### src/rtl/exp_align_pipe.sv
// exp_align_pipe: two-stage exponent compare and mantissa alignment for the
// floating-point add/sub datapath.
//
// Stage 1 orders the operands by magnitude, takes the exponent difference and
// flags differences too large to align. Stage 2 right-shifts the smaller
// mantissa into a guard/round/sticky extended field.
//
// Ports:
//   clk, rst        clock (rising edge), asynchronous active-high reset
//   flush           synchronous clear of both pipeline valid bits
//   in_valid/ready  upstream handshake
//   in_exp_a/b      operand exponents
//   in_man_a/b      operand mantissas including hidden bit
//   in_tag          opaque sideband tag
//   out_valid/ready downstream handshake
//   out_exp         larger exponent
//   out_man_big     larger-magnitude mantissa followed by 3'b000
//   out_man_small   aligned smaller mantissa, G/R/S in the low three bits
//   out_swap        1 when operand B is the larger
//   out_too_large   exponent difference exceeds MAN_W
//   out_shift       applied shift amount (0 when too large)
//   out_tag         tag of this result
module exp_align_pipe #(
  parameter int EXP_W   = 8,
  parameter int MAN_W   = 24,
  parameter int SHIFT_W = 5,
  parameter int TAG_W   = 4
) (
  input  logic               clk,
  input  logic               rst,
  input  logic               flush,
  input  logic               in_valid,
  output logic               in_ready,
  input  logic [EXP_W-1:0]   in_exp_a,
  input  logic [MAN_W-1:0]   in_man_a,
  input  logic [EXP_W-1:0]   in_exp_b,
  input  logic [MAN_W-1:0]   in_man_b,
  input  logic [TAG_W-1:0]   in_tag,
  output logic               out_valid,
  input  logic               out_ready,
  output logic [EXP_W-1:0]   out_exp,
  output logic [MAN_W+2:0]   out_man_big,
  output logic [MAN_W+2:0]   out_man_small,
  output logic               out_swap,
  output logic               out_too_large,
  output logic [SHIFT_W-1:0] out_shift,
  output logic [TAG_W-1:0]   out_tag
);

  localparam int EXT_W = MAN_W + 3;
  localparam logic [EXP_W:0] MAN_W_D = (EXP_W+1)'(MAN_W);

  // Handshake
  logic s1_valid, s2_valid;
  logic s1_adv, s2_adv;

  assign s2_adv    = !s2_valid || out_ready;
  assign s1_adv    = !s1_valid || s2_adv;
  assign in_ready  = s1_adv && !flush;
  assign out_valid = s2_valid;

  // Stage 1 combinational: compare and difference
  logic [EXP_W:0] diff;
  logic [EXP_W:0] abs_d;
  logic           swap_c;

  assign diff   = {1'b0, in_exp_a} - {1'b0, in_exp_b};
  assign abs_d  = diff[EXP_W] ? -diff : diff;
  assign swap_c = (in_exp_a < in_exp_b) ||
                  ((in_exp_a == in_exp_b) && (in_man_a < in_man_b));

  // Stage 1 registers. Only the low SHIFT_W bits of |d| are kept: whenever the
  // shift is actually applied |d| <= MAN_W < 2^SHIFT_W, so nothing is lost.
  logic [EXP_W-1:0]   s1_exp;
  logic [MAN_W-1:0]   s1_big_man;
  logic [MAN_W-1:0]   s1_small_man;
  logic [SHIFT_W-1:0] s1_shift;
  logic               s1_too_large;
  logic               s1_swap;
  logic [TAG_W-1:0]   s1_tag;

  // Stage 2 combinational: align with sticky collection
  logic [EXT_W-1:0] ext;
  logic [EXT_W-1:0] shifted;
  logic [EXT_W-1:0] lost_mask;
  logic             sticky_c;
  logic [EXT_W-1:0] small_c;

  assign ext       = {s1_small_man, 3'b000};
  assign shifted   = ext >> s1_shift;
  // Ones in exactly the bit positions that fall off the bottom of the shift.
  assign lost_mask = ~({EXT_W{1'b1}} << s1_shift);
  assign sticky_c  = |(ext & lost_mask);

  always_comb begin
    small_c = '0;
    if (s1_too_large) begin
      small_c[0] = |s1_small_man;
    end else begin
      small_c    = shifted;
      small_c[0] = shifted[0] | sticky_c;
    end
  end

  always_ff @(posedge clk or posedge rst) begin
    if (rst) begin
      s1_valid      <= 1'b0;
      s1_exp        <= '0;
      s1_big_man    <= '0;
      s1_small_man  <= '0;
      s1_shift      <= '0;
      s1_too_large  <= 1'b0;
      s1_swap       <= 1'b0;
      s1_tag        <= '0;
      s2_valid      <= 1'b0;
      out_exp       <= '0;
      out_man_big   <= '0;
      out_man_small <= '0;
      out_swap      <= 1'b0;
      out_too_large <= 1'b0;
      out_shift     <= '0;
      out_tag       <= '0;
    end else if (flush) begin
      s1_valid <= 1'b0;
      s2_valid <= 1'b0;
    end else begin
      if (s1_adv) begin
        s1_valid <= in_valid;
        if (in_valid) begin
          s1_exp       <= swap_c ? in_exp_b : in_exp_a;
          s1_big_man   <= swap_c ? in_man_b : in_man_a;
          s1_small_man <= swap_c ? in_man_a : in_man_b;
          s1_shift     <= abs_d[SHIFT_W-1:0];
          s1_too_large <= (abs_d > MAN_W_D);
          s1_swap      <= swap_c;
          s1_tag       <= in_tag;
        end
      end
      if (s2_adv) begin
        s2_valid <= s1_valid;
        if (s1_valid) begin
          out_exp       <= s1_exp;
          out_man_big   <= {s1_big_man, 3'b000};
          out_man_small <= small_c;
          out_swap      <= s1_swap;
          out_too_large <= s1_too_large;
          out_shift     <= s1_too_large ? '0 : s1_shift;
          out_tag       <= s1_tag;
        end
      end
    end
  end

endmodule

### config.mk
export PLATFORM = sky130hd
export DESIGN_NAME = exp_align_pipe
export DESIGN_NICKNAME = d
export VERILOG_FILES = /design/src/rtl/exp_align_pipe.sv
export SDC_FILE = /design/constraint.sdc
export NUM_CORES = 1
export LEC_CHECK = 0
export ABC_AREA = 1
export BUFFER_PORTS_ARGS = -buffer_cell sky130_fd_sc_hd__clkbuf_2
export CORE_ASPECT_RATIO = 1.1
export CORE_MARGIN = 2
export CORE_UTILIZATION = 50
export DETAILED_ROUTE_END_ITERATION = 8
export PLACE_DENSITY = 0.72
export SLEW_MARGIN = 20
export SYNTH_ARGS = -nofsm -noshare
export SYNTH_HDL_FRONTEND = slang
export SYNTH_SLANG_ARGS = --single-unit
### constraint.sdc
create_clock -name clk -period 6 [get_ports clk]
set_input_delay 1.8 -clock clk [delete_from_list [all_inputs] [get_ports clk]]
set_output_delay 1.8 -clock clk [all_outputs]
set_load 0.03 [all_outputs]
Word level (Yosys, flattened, before mapping). Index checks and enable logic that the tools add are counted. Widths: inputs -> output; s select.

$add $sub $neg: 2. Order comparisons: 3. Equality and inequality tests: 1. Shift operators: 2. Multiplexer cells: 11. Bitwise gates (word level): 4. Reduce and logical (&&, ||, !) cells: 14.

Operators by type and width (count): $mux 24 (2); $and 27x27->27 (1); $not 27->27 (1); $reduce_or 27->1 (1); $shl 27x5->27 const A (1); $shr 27x5->27 (1); $mux 26 (1); $lt 24x24->1 (1); $reduce_or 24->1 (1); $gt 9x5->1 const B (1); $mux 9 (1); $neg 9->9 (1); $sub 8x8->9 (1); $eq 8x8->1 (1); $lt 8x8->1 (1); $mux 8 (1); $reduce_and 3->1 (2); $mux 1 (5); $mux 5 (1); $reduce_bool 2->1 (2); $logic_not 1->1 (3); $logic_or 1x1->1 (3); $logic_and 1x1->1 (2); $not 1->1 (1); $or 1x1->1 (1).

Bits in registers: 139. Input bits: 73. Output and inout port bits: 75. Word-level logic and storage cells: 53.

Longest topological paths before layout. Gate-level depths: netlist of run 1.

Depth in word-level cells: 6. Gate-level depth with buffers: 18. Mapped depth without buffers: 16.

Worst setup path before layout of run 1. No wires, ideal clock.

Path kind: input to output. Start point: input out_ready. End point: output in_ready. Data arrival time: 2.174 ns. Required time: 4.200 ns. Slack: 2.026 ns. Stages on the path: 4. Path buffers: 0. Path through: nor2_1 > nand2_1 > nand2_1 > inv_1.

Cells in the longest elaborated chain, start to end: 3.

Ends and longest elaborated chain: from (decl) (RTL line 40) `input logic out_ready,`; $logic_or 1x1->1 (RTL line 57) `assign s2_adv = !s2_valid || out_ready;`; $logic_or 1x1->1 (RTL line 58) `assign s1_adv = !s1_valid || s2_adv;`; $logic_and 1x1->1 (RTL line 59) `assign in_ready = s1_adv && !flush;`; to (decl) (RTL line 33) `output logic in_ready,`.

Every way passes these cells.

Worst setup path in the final report of run 1. Ends and elaborated chain as after synthesis.

==> results by group, run 1 <==
Worst setup path
  • Critical path's slowest cell: clkbuf_2
  • Top Family by Delay on Critical Path: simple AND/OR/NAND/NOR gates
  • Critical Path AT: approximately 2.4 ns
  • Crit-path cells: clkbuf_2, nor2_1, nand2_1, nand2_1, inv_1, clkbuf_2
  • Number of buffers and inverters on the critical path: 3
  • Worst reg2reg startpoint: s1_shift[2]
  • CP max stage delay: between 0.15 and 0.2 ns
  • Worst-path fanout max: 3
  • Kind of critical path: input pin to output pin
  • Crit path depth: 6
  • CP Capture Type: output pin
  • WP data required: 4.20 ns
  • Worst Setup Start Kind: input pin
  • Setup crit start: out_ready
  • R2r worst-path depth: 9

Placement
  • IO buf count: about 140
  • Post-DP HPWL: 18,100 um
  • RD Place Congestion: 0.902
  • Placed cells: about 1,600

Status
  • Outcome: finished clean

Timing
  • Final hold violation count: 0
  • Final TNS setup: 0 ns
  • Fmax: ~240 MHz
  • Minimum clock period: between 4 and 5 ns
  • Clock skew: 0.00760 ns
  • Final setup fails: 0
  • Slew HR: 0.406
  • Slew Viols, Final: 0
  • Unrepaired setup endpoints after global routing: no
  • Tcrit/Tclk final: 0.698
  • Worst Max-Slew Pin Slew: approximately 0.89 ns

Worst hold path
  • Hold Path Depth: 2
  • Hold path startpoint: s1_tag[2]
  • Hold Path Class: register to register

Synthesis
  • Synth Flop Type: dfrtp_1
  • Synthesized flop and latch total: 139
  • Post-synth top area share: 0.395
  • Seq/Total Area, Yosys: 0.395
  • Count leader, synth: nand2_1
  • Ys Warns: 0
  • Synthesized area: around 8800 um2
  • Largest area contributor in the netlist: dfrtp_1
  • Commonest cells in the netlist: nand2_1 (543), nand3_1 (156), dfrtp_1 (139)
  • Ys async rst share: 1.00
  • Gate Count Post-Synth: 1,305
  • Number of synthesized flops with an enable pin: 0
  • Netlist cell types: 40
  • Main area contributors after synthesis: dfrtp_1 (40%), nand2_1 (23%), nand3_1 (8.9%), inv_1 (5.7%), ha_1 (4.7%)
  • Mapped Avg Cell Area: 6.74 um2

Cells and area
  • Area Growth Syn to Fin: 15.9%
  • Share of layout cells above drive strength 1: 0.141
  • Fillers: between 1,500 and 2,000
  • Antenna Cells: 0
  • Multi-input logic area: 4430 um2
  • Register area: 3480 um2
  • Final cell count without fillers: about 1,700
  • Nets: between 1,500 and 2,000

Clocking
  • Hold Buf Count CTS: 0
  • Post-CTS Resized: 0
  • Root Buffer: clkbuf_16
  • Worst-Skew Late Latency: 0.43 ns
  • Post-CTS Setup Bufs: 0
  • Reg clk slew, reported paths: 0.06 ns
  • H-tree Lvls: 4
  • CTS tree: built
  • Clk sinks: ~140
  • Cts bufs inserted: 17
  • CTS Buffer Depth: 2

Drt
  • Number of vias per cell: 5.24
  • First-pass DRT Iterations: 5
  • ANT nets after route: 0
  • Post-Route WL: between 20,000 and 25,000 um
  • Drt initial violations: 624
  • Number of remaining DRC errors: 0
  • DR vias: just under 9,000
  • Wirelength per Cell: approximately 15 um

Global route
  • First-pass GRT wire length: 40,300 um
  • GRT Util Overall: 0.277
  • Total global routing overflow: 0
  • Vias in the first global route: 8,138
  • Initial antenna violation count: 0
  • Largest net degree at the start of global routing: 99

Die
  • Die X: 130 um
  • Io pins: 148
  • Die area: between 15,000 and 20,000 um2
  • Cell Rows: 50
  • Core area: 17,100 um2
  • Height of the die: 143 um
  • Initial Utilization: 0.513

Power and ir drop
  • Leakage: 0.00578 uW
  • Pwr dens: around 360 nW/um2
  • Max VDD drop: ~0.21 mV
  • Total power: 3660 uW

Run
  • Max Cap Viol: 0
[cell families (layout without fill, tap and decap cells)]
logic type / after synthesis / count (layout) / share of synthesized area
flops: 139 / 139 / 0.395
other cells: 1 / 3 / 0.000426
compound gates: 130 / 130 / 0.0819
mux: 1 / 1 / 0.00114
buf+inv: 209 / 324 / 0.103
fa+ha+maj: 34 / 34 / 0.0492
simple gates: 791 / 791 / 0.369
[layout make-up]
class | count | share of cell area
sequential | 139 | 0.341
clock buffer | 18 | 0.0431
tap | 234 | 0.0287
clock inverter | 13 | 0.0211
multi-input combinational | 959 | 0.434
inverter | 138 | 0.0513
timing repair buffer | 155 | 0.0800
[report_power, final]
part           switching [uW]  internal [uW]
Sequential                181           1120
Combinational             827            361
Clock                     419            751
Total                    1430           2230
[per-layer routing]
metal | wire length [um] | share of wire | up-vias | global-route usage
met2 | 11800 | 0.47 | 293 | 0.454
li1 | - | - | 4347 | -
met1 | 11000 | 0.44 | 3990 | 0.366
met3 | 1390 | 0.056 | 51 | 0.0476
met5 | 0 | 0 | - | 0
met4 | 801 | 0.032 | 0 | 0.106
[registers in the layout, summed over array words and instances, names as in the netlist]
| signal | count |
|---|---|
| out_exp | 8 |
| out_man_big | 24 |
| out_man_small | 27 |
| out_shift | 5 |
| out_swap | 1 |
| out_tag | 4 |
| out_too_large | 1 |
| out_valid | 1 |
| s1_big_man | 24 |
| s1_exp | 8 |
| s1_shift | 5 |
| s1_small_man | 24 |
| s1_swap | 1 |
| s1_tag | 4 |
| s1_too_large | 1 |
| s1_valid | 1 |
[final timing paths]
check                              endpoint  slack, ns
max                                in_ready       1.81
min                              out_tag[2]       0.47
max reg2reg                out_man_small[0]       3.28
min reg2reg                      out_tag[2]       0.47
max in group asynchronous        out_tag[1]       3.36
min in group asynchronous   out_man_big[17]       1.51
[tightest hold or removal path: stages, from the launching register on]
cell     delay (ns)
dfrtp_1        0.34
nand2_1        0.05
nand2_1        0.04
[stage by stage]
stage | instance area [um2] | setup slack (ns) | hold WS (ns) | util
6_report | 10200 | 1.81 | 0.471 | 0.595
5_1_grt | 10200 | 1.70 | 0.491 | 0.595
4_1_cts | 10200 | 1.81 | 0.475 | 0.595
3_5_place_dp | 9540 | 1.81 | 0.453 | 0.556
3_3_place_gp | 9540 | 1.81 | 0.454 | 0.556
2_1_floorplan | 8800 | 0.475 | 0.442 | -
[cell usage in the layout, fill, tap and decap left out, types with 5 or more instances in the layout]
cell       netlist  routed
a21oi_1         19      19
buf_4            8      10
bufinv_16        0       5
clkbuf_16        0      17
clkbuf_2         0     144
dfrtp_1        139     139
ha_1            33      33
inv_1          134     133
nand2_1        543     541
nand2_2          3       5
nand3_1        156     156
nand4_1         16      16
nor2_1          60      60
o211ai_1         5       5
o21ai_0         76      76
o21ai_1         12      12
(Power assumes the default switching activity.)
==> run 2, diff against run 1 <==
clock period = 4.16 ns   (was 6 ns; I/O delays follow)
==> results by group, run 2 (synthesized netlist as in run 1, its figures left out) <==
Global route
  • GRT Util Overall: 0.281
  • Vias in the first global route: a little over 8,000
  • Initial antenna violation count: 0
  • First-pass GRT wire length: 40,900 um
  • Largest net degree at the start of global routing: 63
  • Total global routing overflow: 0

Drt
  • Drt initial violations: 811
  • Wirelength per Cell: 15.1 um
  • ANT nets after route: 0
  • DR vias: 8,772
  • Post-Route WL: 25,000 um
  • First-pass DRT Iterations: 5
  • Number of remaining DRC errors: 0
  • Number of vias per cell: 5.28

Timing
  • Final setup fails: 0
  • Final TNS setup: 0 ns
  • Slew Viols, Final: 0
  • Worst Max-Slew Pin Slew: 0.919 ns
  • Final setup margin: 1.03 ns
  • Unrepaired setup endpoints after global routing: no
  • Final hold violation count: 0
  • Fmax: 320 MHz
  • Minimum clock period: 3.13 ns
  • Tcrit/Tclk final: 0.752
  • Clock skew: 0.00978 ns
  • Slew HR: 0.387

Placement
  • RD Place Congestion: 1.03
  • IO buf count: 144
  • Post-DP HPWL: 18,300 um
  • Pre-CTS setup slack: between 0.6 and 0.7 ns

Cells and area
  • Multi-input logic area: 4430 um2
  • Highest-count cells in the layout ignoring fill and taps: nand2_1 (541), nand3_1 (156), clkbuf_2 (144), dfrtp_1 (139), inv_1 (133)
  • Antenna Cells: 0
  • Area Growth Syn to Fin: 15.6%
  • Share of layout cells above drive strength 1: 0.144
  • Register with the highest flop count: out_man_small
  • Max reg flops: 27
  • Register area: 3480 um2
  • Fillers: 1,696
  • Nets: approximately 1,500
  • Most common cell after layout, fill and taps aside: nand2_1

Status
  • Outcome: finished clean

Clocking
  • CTS Buffer Depth: 2
  • Reg clk slew, reported paths: 0.06 ns
  • CTS tree: built
  • Hold Buf Count CTS: 0
  • H-tree Lvls: 4
  • Post-CTS Resized: 0
  • Root Buffer: clkbuf_16
  • Worst-Skew Late Latency: 0.43 ns
  • Cts bufs inserted: 17
  • Post-CTS Setup Bufs: 0
  • Clk sinks: 139

Worst setup path
  • Critical Path AT: 3.44 ns
  • WP data required: 4.48 ns
  • Worst-path fanout max: 56
  • Worst Setup Start Kind: input pin
  • CP Capture Type: register
  • Kind of critical path: input pin to register

Run
  • Max Cap Viol: 0

Die
  • Io pins: 148
  • Cell Rows: 50
  • Die X: around 130 um
  • Core area: between 15,000 and 20,000 um2
  • Initial Utilization: 0.513
  • Height of the die: 143 um
  • Die area: 18,700 um2

Power and ir drop
  • Leakage: 0.00577 uW
  • Pwr dens: between 400 and 500 nW/um2
  • Max VDD drop: 0.302 mV

Worst hold path
  • Hold Path Class: register to register
## run 2: cell count changes in the layout (fill, tap and decap cells not counted)
cell	previous run	this run
buf_12	1	3
buf_4	10	14
bufinv_16	5	1
clkbuf_1	0	1
clkinv_2	1	2
clkinv_4	3	4
clkinvlp_4	1	3
inv_6	4	3
## run 2: final timing paths
path | startpoint | endpoint | slack, ns | cells past startpoint
setup / recovery | in_man_b[23] | s1_big_man[21] | 1.03 | 13
hold reg to reg | s1_tag[2] | out_tag[2] | 0.47 | 2
setup reg to reg | s1_shift[1] | out_man_small[6] | 1.69 | 8
hold / removal | s1_tag[2] | out_tag[2] | 0.47 | 2
max in group asynchronous | rst | s1_small_man[17] | 2.49 | 3
min in group asynchronous | rst | out_tag[2] | 0.84 | 2
## run 2: critical path: stages
cell	delay [ns]
clkbuf_2	0.11
inv_1	0.07
ha_1	0.30
nand2_1	0.10
nor2_1	0.17
nand2_1	0.12
a21oi_1	0.26
nor2_2	0.08
nand2_2	0.07
buf_4	0.48
nand3_1	0.22
nand3_1	0.14
nand2_1	0.06
## run 2: power by group
part           switching [uW]  leakage (uW)  internal (uW)
clock                     607      0.000270            840
combinational            1210       0.00374            529
sequential                241       0.00176           1610
total                    2060       0.00577           2980
## run 2: layout make-up
cell class                      instances  area share
Multi-Input combinational cell        959       0.436
Timing Repair Buffer                  161      0.0871
Clock buffer                           19      0.0436
Tap cell                              234      0.0288
Clock inverter                         12      0.0114
Inverter                              138      0.0513
Sequential cell                       139       0.342
## run 2: routing by layer
metal | share of wire | up-vias | wire, um | global-route usage
met5 | 0 | - | 0 | 0
met4 | 0.028 | 0 | 705 | 0.111
met3 | 0.064 | 43 | 1590 | 0.0416
met2 | 0.47 | 368 | 11800 | 0.457
met1 | 0.44 | 4009 | 10900 | 0.379
li1 | - | 4352 | - | -
## run 2: metrics by stage
step	std cells	total power [uW]	cell area, um2	hold WS, ns	utilization
after floorplan	1307	3080	8810	0.442	-
final	1662	5040	10200	0.468	0.593
after global routing	1662	5360	10200	0.495	0.593
after CTS	1662	5050	10200	0.477	0.593
after global placement	1631	3570	9610	0.454	0.560
after detailed placement	1631	3590	9610	0.457	0.560
==> run 3, diff against run 2 <==
ABC_AREA = 0   (was 1)
PLACE_DENSITY = 0.73   (was 0.72)
clock period = 3.2 ns   (was 4.16 ns; I/O delays follow)
==> results by group, run 3 <==
Drt
  • First-pass DRT Iterations: 5
  • Wirelength per Cell: 15.9 um
  • Drt initial violations: 409
  • ANT nets after route: 0
  • Post-Route WL: a little over 20,000 um
  • DR vias: ~7,100
  • Number of vias per cell: between 5 and 6
  • Number of remaining DRC errors: 0

Synthesis
  • Mapped Avg Cell Area: 8.89 um2
  • Ys async rst share: 1.00
  • Gate Count Post-Synth: 922
  • Synth Flop Type: dfrtp_1
  • Count leader, synth: nand2_1
  • Largest area contributor in the netlist: dfrtp_1
  • Main area contributors after synthesis: dfrtp_1 (42%), mux2i_1 (9.7%), nand2_1 (7.9%), a21oi_1 (6.1%), ha_1 (5.0%)
  • Synthesized flop and latch total: approximately 140
  • Number of synthesized flops with an enable pin: 0
  • Ys Warns: 0
  • Seq/Total Area, Yosys: 0.424
  • Synthesized area: 8190 um2
  • Post-synth top area share: 0.424
  • Netlist cell types: 56
  • Commonest cells in the netlist: nand2_1 (173), dfrtp_1 (139), a21oi_1 (100)

Die
  • Height of the die: approximately 140 um
  • Die area: about 17,000 um2
  • Io pins: 148
  • Die X: 126 um
  • Core area: 16,200 um2
  • Cell Rows: 49
  • Initial Utilization: 0.506

Cells and area
  • Nets: about 1,200
  • Highest-count cells in the layout ignoring fill and taps: nand2_1 (173), clkbuf_2 (144), dfrtp_1 (139), a21oi_1 (99), nor2_1 (93)
  • Final core utilization: 0.611
  • Share of layout cells above drive strength 1: 0.226
  • Antenna Cells: 0
  • Fillers: 1,420
  • Register with the highest flop count: out_man_small
  • Area Growth Syn to Fin: 20.7%
  • Most common cell after layout, fill and taps aside: nand2_1
  • Max reg flops: 27

Timing
  • Final setup margin: 0.318 ns
  • Fmax: 347 MHz
  • Final hold violation count: 0
  • Unrepaired setup endpoints after global routing: no
  • Tcrit/Tclk final: 0.901
  • Slew Viols, Final: 0
  • Worst hold-check slack: 0.467 ns
  • Worst Max-Slew Pin Slew: 0.769 ns
  • Minimum clock period: 2.88 ns
  • Clock skew: roughly 0.0061 ns
  • Slew HR: 0.487
  • Final setup fails: 0

Worst setup path
  • Kind of critical path: input pin to register
  • CP Capture Type: register
  • Worst-path fanout max: 22
  • Worst Setup Start Kind: input pin
  • Critical Path AT: about 3.2 ns
  • WP data required: 3.49 ns

Power and ir drop
  • Internal power: 4150 uW
  • Leakage: between 0.004 and 0.005 uW
  • Sequential power share: 0.361
  • Pwr dens: 659 nW/um2
  • P_sw: 2380 uW
  • Total power: roughly 6500 uW
  • Gate power share: 0.341
  • Max VDD drop: 0.403 mV
  • Clock share of power: 0.298
  • Switching Fraction: 0.364

Global route
  • Vias in the first global route: 6,899
  • First-pass GRT wire length: approximately 35,000 um
  • GRT Util Overall: 0.241
  • Total global routing overflow: 0
  • Largest net degree at the start of global routing: between 100 and 150
  • Initial antenna violation count: 0

Status
  • Outcome: finished clean

Clocking
  • Hold Buf Count CTS: 0
  • Post-CTS Resized: 0
  • CTS tree: built
  • Reg clk slew, reported paths: 0.06 ns
  • Worst-Skew Late Latency: 0.42 ns
  • H-tree Lvls: 4
  • Root Buffer: clkbuf_16
  • Cts bufs inserted: 17
  • CTS Buffer Depth: 2
  • Clk sinks: roughly 140
  • Post-CTS Setup Bufs: 0

Placement
  • IO buf count: 144
  • Post-DP HPWL: between 10,000 and 15,000 um
  • Pre-CTS setup slack: -0.103 ns
  • RD Place Congestion: 0.921

Run
  • Max Cap Viol: 0

Worst hold path
  • Hold Path Class: register to register
-- run 3: cell count changes in the layout (fill, tap and decap cells not counted), moves of 37 or more --
cell	before	now
nand2_1	541	173
mux2i_1	1	79
a21oi_1	19	99
nand3_1	156	10
inv_1	133	39
o21ai_0	76	39
-- run 3: final cells by class --
type / instances / area [um2] / share of cell area
clock buffers: 25 / 495 / 0.0501
flip-flops and latches: 139 / 3480 / 0.352
repair buffers: 188 / 1100 / 0.111
inverters: 41 / 158 / 0.0159
multi-input cells: 686 / 4320 / 0.437
clock inverters: 6 / 86.3 / 0.00873
well taps: 204 / 255 / 0.0258
-- run 3: routing by layer --
| metal | routed length [um] | part of all wire | track usage |
|---|---|---|---|
| met1 | 9470 | 0.46 | 0.341 |
| met2 | 9630 | 0.47 | 0.382 |
| met3 | 1050 | 0.051 | 0.0449 |
| met4 | 380 | 0.019 | 0.0688 |
| met5 | 0 | 0 | 0 |
-- run 3: worst paths after layout --
kind	start	to	slack, ns	cells past startpoint
worst max-delay path	in_man_b[11]	s1_big_man[22]	0.32	12
worst min-delay path	out_shift[3]	out_shift[3]	0.47	2
worst max register to register	s1_shift[0]	out_man_small[0]	0.74	6
worst min register to register	out_shift[3]	out_shift[3]	0.47	2
max in group asynchronous	rst	out_man_big[19]	1.89	3
min in group asynchronous	rst	out_man_small[22]	0.73	3
-- run 3: kinds of logic after synthesis --
family / share of synthesized area
buf+inv: 0.0516
flops: 0.424
compound gates: 0.157
simple gates: 0.167
mux: 0.136
other cells: 0.000458
xor+xnor: 0.00962
fa+ha+maj: 0.0528
-- run 3: critical path, stage by stage --
cell	delay, ns
clkbuf_2	0.09
inv_1	0.04
ha_1	0.29
a211oi_1	0.25
o22ai_1	0.12
or4_1	0.40
a311oi_1	0.27
buf_4	0.16
a21oi_4	0.11
buf_12	0.20
mux2i_1	0.19
a21oi_1	0.09
-- run 3: power groups by stage --
| stage | Combinational, uW | Sequential (uW) | Clock (uW) |
|---|---|---|---|
| after global placement | 2180 | 2370 | 0 |
| after detailed placement | 2210 | 2380 | 0 |
| after global routing | 2450 | 2400 | 2050 |
| after CTS | 2220 | 2350 | 1980 |
| after floorplan | 1360 | 2570 | 0 |
| final | 2220 | 2360 | 1950 |
-- run 3: per-stage QoR --
| stage | setup TNS (ns) | instance area [um2] | cells |
|---|---|---|---|
| 4_1_cts | 0 | 9890 | 1289 |
| 5_1_grt | 0 | 9890 | 1289 |
| 2_1_floorplan | 0 | 8210 | 924 |
| 6_report | 0 | 9890 | 1289 |
| 3_3_place_gp | -0.958 | 9310 | 1258 |
| 3_5_place_dp | -3.57 | 9310 | 1258 |
